## config.mk

```make
export PLATFORM = sky130hd
export DESIGN_NAME = toggle_event_decoder
export DESIGN_NICKNAME = d
export VERILOG_FILES = /design/src/rtl/toggle_event_decoder.sv
export SDC_FILE = /design/constraint.sdc
export NUM_CORES = 1
export LEC_CHECK = 0
export ABC_AREA = 0
export ABC_CLOCK_PERIOD_IN_PS = 4200
export CAP_MARGIN = 20
export CORE_MARGIN = 4
export CORE_UTILIZATION = 35
export CTS_BUF_LIST = sky130_fd_sc_hd__clkbuf_16
export CTS_CLUSTER_SIZE = 20
export DETAILED_ROUTE_END_ITERATION = 12
export GPL_TIMING_DRIVEN = 0
export PLACE_DENSITY = 0.69
export SYNTH_ARGS = -nofsm -noshare
export SYNTH_HDL_FRONTEND = slang
export SYNTH_SLANG_ARGS = --single-unit
```

## constraint.sdc

```tcl
create_clock -name Clock -period 4.2 [get_ports Clock]
set_input_delay 0.84 -clock Clock [delete_from_list [all_inputs] [get_ports Clock]]
set_output_delay 0.84 -clock Clock [all_outputs]
set_load 0.02 [all_outputs]
```

## src/rtl/toggle_event_decoder.sv

```systemverilog
// Receives a toggle-encoded asynchronous event line, regenerates one pulse per
// transition and hands the accumulated event count out over valid/ready.
module toggle_event_decoder #(
    parameter int CNT_W       = 8,
    parameter int SYNC_STAGES = 2
) (
    input  logic             Clock,
    input  logic             Reset_n,
    input  logic             Toggle_in,
    output logic             Pulse,
    output logic             Out_valid,
    input  logic             Out_ready,
    output logic [CNT_W-1:0] Out_count,
    output logic             Overflow
);

    localparam logic [0:0] ST_EMPTY   = 1'b0;
    localparam logic [0:0] ST_PENDING = 1'b1;

    localparam logic [CNT_W-1:0] CNT_MAX = {CNT_W{1'b1}};
    localparam logic [CNT_W-1:0] CNT_ONE = {{(CNT_W-1){1'b0}}, 1'b1};

    logic [SYNC_STAGES-1:0] sync_q, sync_d;
    logic                   prev_q, prev_d;
    logic                   pulse_q, pulse_d;
    logic [0:0]             state_q, state_d;
    logic [CNT_W-1:0]       count_q, count_d;
    logic                   ovf_q, ovf_d;

    logic event_w;
    logic transfer_w;

    assign event_w    = sync_q[SYNC_STAGES-1] ^ prev_q;
    assign transfer_w = (state_q == ST_PENDING) && Out_ready;

    always_comb begin
        sync_d  = {sync_q[SYNC_STAGES-2:0], Toggle_in};
        prev_d  = sync_q[SYNC_STAGES-1];
        pulse_d = event_w;
        state_d = state_q;
        count_d = count_q;
        ovf_d   = ovf_q;

        case (state_q)
            ST_EMPTY: begin
                if (event_w) begin
                    state_d = ST_PENDING;
                    count_d = CNT_ONE;
                end
            end
            default: begin
                // A transfer hands off the current count; a same-cycle event reloads it to 1.
                if (transfer_w) begin
                    ovf_d = 1'b0;
                    if (event_w) begin
                        count_d = CNT_ONE;
                    end else begin
                        count_d = '0;
                        state_d = ST_EMPTY;
                    end
                end else if (event_w) begin
                    if (count_q == CNT_MAX) begin
                        ovf_d = 1'b1;
                    end else begin
                        count_d = count_q + CNT_ONE;
                    end
                end
            end
        endcase
    end

    always_ff @(posedge Clock or negedge Reset_n) begin
        if (!Reset_n) begin
            sync_q  <= '0;
            prev_q  <= 1'b0;
            pulse_q <= 1'b0;
            state_q <= ST_EMPTY;
            count_q <= '0;
            ovf_q   <= 1'b0;
        end else begin
            sync_q  <= sync_d;
            prev_q  <= prev_d;
            pulse_q <= pulse_d;
            state_q <= state_d;
            count_q <= count_d;
            ovf_q   <= ovf_d;
        end
    end

    assign Pulse     = pulse_q;
    assign Out_valid = (state_q == ST_PENDING);
    assign Out_count = count_q;
    assign Overflow  = ovf_q;

endmodule
```

After elaboration in Yosys (flattened, before gate mapping):

Index checks and enable logic that the tools add are counted.

* add/sub/neg operators: 1
* equality and inequality tests: 2
* muxes and demuxes: 12
* bitwise operators: 1
* reductions and logical operators: 6

Operators by type and width (number)
* 8-bit 2-to-1 mux: 5
* 8-bit by 1-bit adder with 8-bit output, second input constant: 1
* 8-bit equality test, second input constant: 1
* 1-bit 2-to-1 mux: 7
* 3-bit AND reduction: 2
* 2-bit nonzero test: 3
* 3-bit inequality test, second input constant: 1
* 1-bit logical AND: 1
* 1-bit bitwise XOR: 1

* bits in registers: 14
* bits of input ports: 4
* logic and storage cells: 28

Logic depth before layout (Yosys ltp):

* depth after elaboration: 5
* depth in mapped cells: 5
* depth with buffers taken out: 5

Worst setup path before layout:

No wires, ideal clock.

* path kind: flip-flop to flip-flop
* start point: reg count_q[0], in the netlist Out_count[0]
* end point: reg count_q[5], in the netlist Out_count[5]
* setup time: 131 ps
* arrival: 1481 ps
* required time: 4069 ps
* setup slack: 2588 ps
* stages on the path, launching flop included: 6
* buffers on the path: 0
* cells stage by stage: dfrtp_1 ha_1 and3_2 a21oi_2 a21oi_1 or3_1

* longest elaborated chain between the ends: 5

Ends and longest elaborated chain
* from (decl): line 27 `logic [CNT_W-1:0] count_q, count_d;`
* from (signal assigned): line 85 `count_q <= count_d;`
* 8-bit by 1-bit adder with 8-bit output: line 65 `count_d = count_q + CNT_ONE;`
* 8-bit 2-to-1 mux: line 62 `if (count_q == CNT_MAX) begin`
* 8-bit 2-to-1 mux: line 61 `end else if (event_w) begin`
* 8-bit 2-to-1 mux: line 53 `if (transfer_w) begin`
* 8-bit 2-to-1 mux: line 44 `case (state_q)`

Several ways; a longest one is shown, not always the timed one. The select of a mux whose other input is x is not followed.
A chain may end at the register's enable or synchronous reset.

Worst setup path after layout:

* start point: reg count_q[5], in the netlist Out_count[5]
* end point: out Out_count[5]

RTL lines
* to (decl): line 13 `output logic [CNT_W-1:0] Out_count,`

No word-level cell between the ends.

==> out/summary.txt <==
status = finished, final reports clean
Crit. End Element = primary output
Clock Path Buffers = 2
first-pass GRT wire length = 2.65 mm
final setup TNS = 0 ns
# setup viols final = 0
worst skew pair latency = 0.25 ns
period utilization = 0.528
largest net degree at the start of global routing = 15
Min-Delay Path Class = reg -> reg
Synth Cell Area = 712 µm²
post-route insts no fill = 115
Critical Path Fanout Max = 8
Tmin final = 2.22 ns
DRT Pass-1 Iters = 4
cells resized by post-CTS repair = 0
syn_nets = 75
Die H = 53.1 µm
MaxCap Viol Count = 0
DRT Wirelength = 1.51 mm
Die ar. = 0.00282 mm²
Core Rows = 16
starting density of the core = 0.367
Placed Cells = 111
area delta synth->final = 35.5%
Setup Buffers After CTS = 0
fin nets = 94
number of diodes = 0
CP max-delay cell = clkdlybuf4s50_1
number of stages on the worst setup path = 1
Filler Cells Inserted = 196
Ys Warns = 0
slew margin rel. = 0.572
final hold vios = 0
Gate Count Post-Synth = 70
proportion of layout cells with a drive suffix above 1 = 0.136
per-cell routed wire length = 13.1 µm
utilization after layout = 0.497
Fmax = 0.451 GHz
via count = 604
hold path cells = 0
CTS clk-pin slew, worst paths = 0.04 ns
Hold Buf Count CTS = 0
CTS sink cnt = 14
leakage = 0.000379 µW
total track usage = 0.132
pre-CTS WS = 2.12 ns
Final Power = 407 µW
Synth Register Bits = 14
Synth cell types = 31
Seq/Total Area, Yosys = 0.492
CP delay by family, top = buffers and inverters
grt ovf = 0
post-route setup slack = 1.98 ns
Worst setup SP type = flip-flop
R2R cell count = 5
die outline width = 53.1 µm
number of global-route vias before repair = 543
worst path arrival time = 1.38 ns
Power Density = 422 mW/mm²
Worst Path Buf+Inv = 1
CP cell instances = clkdlybuf4s50_1
Routability Congestion = 0.813
port bufs = 14
dpl hpwl = 1.04 mm
peak supply drop = 0.292 mV
Synth Area per Inst = 10.2 µm²
Ports = 15
number of nets still failing antenna checks after routing = 0
clk root buf = clkbuf_16
drt initial violations = 33
Slew Limit Fails = 0
Crit path largest cell delay = 0.66 ns
Crit Path Class = reg -> out
drt drc = 0
Worst Skew = 0.00665 ns
Core Area = 0.00194 mm²
measured slew at the worst slew-check pin = 0.639 ns
unrepaired setup endpoints after global routing = no
Worst Path Required = 3.36 ns
DR vias/cell = 5.25
CTS tree = done
initial antenna violation count = 0
CTS buffer count = 3
H-tree levels = 1
==> Yosys cell counts, drive strengths merged <==
library cell	instances	share of area
nand3	3	0.021
nor4b	1	0.012
mux2i	1	0.014
o21ai	2	0.014
xnor2	1	0.023
buf	1	0.016
mux2	1	0.016
a21oi	10	0.081
a211oi	4	0.042
clkbuf	2	0.011
nor3	3	0.035
dfrtp	14	0.49
nand4	2	0.018
nand2	5	0.026
and4	1	0.012
ha	1	0.018
a22oi	1	0.011
inv	2	0.011
nand2b	2	0.018
and2	1	0.0088
a41oi	1	0.012
or3	1	0.0088
nor2	4	0.021
and3	1	0.011
a31oi	2	0.018
a2bb2oi	1	0.012
o31ai	1	0.011
nor2b	1	0.0088
==> cell usage in the layout (no fill, tap or decap) <==
cell and count:
a21oi_1 8, mux2i_1 1, inv_2 1, a211oi_1 4, and2_1 1, nor3_2 2, xnor2_2 1, nor2b_1 1
clkbuf_1 2, nor4b_1 1, or3_1 1, nand2_1 5, nand2b_1 2, and4_1 1, inv_1 1, clkbuf_16 3
dfrtp_1 14, nand3_1 3, ha_1 1, clkdlybuf4s50_1 14, a41oi_1 1, a21oi_2 2, a2bb2oi_1 1, a31oi_1 2
o31ai_1 1, a22oi_1 1, mux2_2 1, buf_6 1, and3_2 1, o21ai_0 2, nand4_1 2, nor3_1 1
nor2_1 4, clkinv_1 1
==> sequential cells by signal, summed over array words and instances (netlist names) <==
signal / cells
Pulse: 1
Overflow: 1
prev_q: 1
sync_q: 2
Out_count: 8
Out_valid: 1
==> report_power, final <==
part	internal [µW]	switching [µW]	total, µW	leakage (µW)
clock	126	56.1	182	0.0000385
combinational	31.5	37.9	69.4	0.000161
sequential	144	11.3	155	0.000179
==> routing by layer <==
layer  vias to the layer above  GRT usage  part of all wire
li1                        300          -                 -
met1                       275      0.191              0.48
met2                        24      0.180              0.42
met3                         5     0.0310             0.082
met4                         0     0.0638             0.021
met5                         -          0                 0
==> logic make-up after synthesis <==
family | after synthesis | synth area share
AOI/OAI and AO/OA | 22 | 0.200
xor gates and xnor gates | 1 | 0.0229
adders and majority gates | 1 | 0.0176
buffers and inverters | 5 | 0.0369
DFF | 14 | 0.492
muxes | 2 | 0.0299
and+or+nand+nor | 25 | 0.200
==> through the flow <==
stage,hold slack [ns],cell area [µm²]
6_report,0.345,965
5_1_grt,0.351,965
4_1_cts,0.347,965
3_5_place_dp,0.337,886
3_3_place_gp,0.332,886
2_1_floorplan,0.331,712
==> layout make-up <==
class	count	area [µm²]	area share
tap	27	33.8	0.0350
inverter	2	7.51	0.00778
buffer	3	18.8	0.0195
sequential	14	350	0.363
clock inverter	1	3.75	0.00389
multi-input combinational	51	335	0.348
timing repair buffer	14	140	0.145
clock buffer	3	75.1	0.0778
==> final timing paths <==
| check | to | slack [ns] | from |
|---|---|---|---|
| min in group asynchronous | Out_count[7] | 0.99 | Reset_n |
| hold reg to reg | sync_q[1] | 0.34 | sync_q[0] |
| setup reg to reg | Out_count[5] | 2.56 | Out_count[0] |
| max in group asynchronous | Out_count[5] | 2.79 | Reset_n |
| setup / recovery | Out_count[5] | 1.98 | Out_count[5] |
| hold / removal | sync_q[1] | 0.34 | sync_q[0] |
Note: power is estimated with default switching activity, not from simulation.
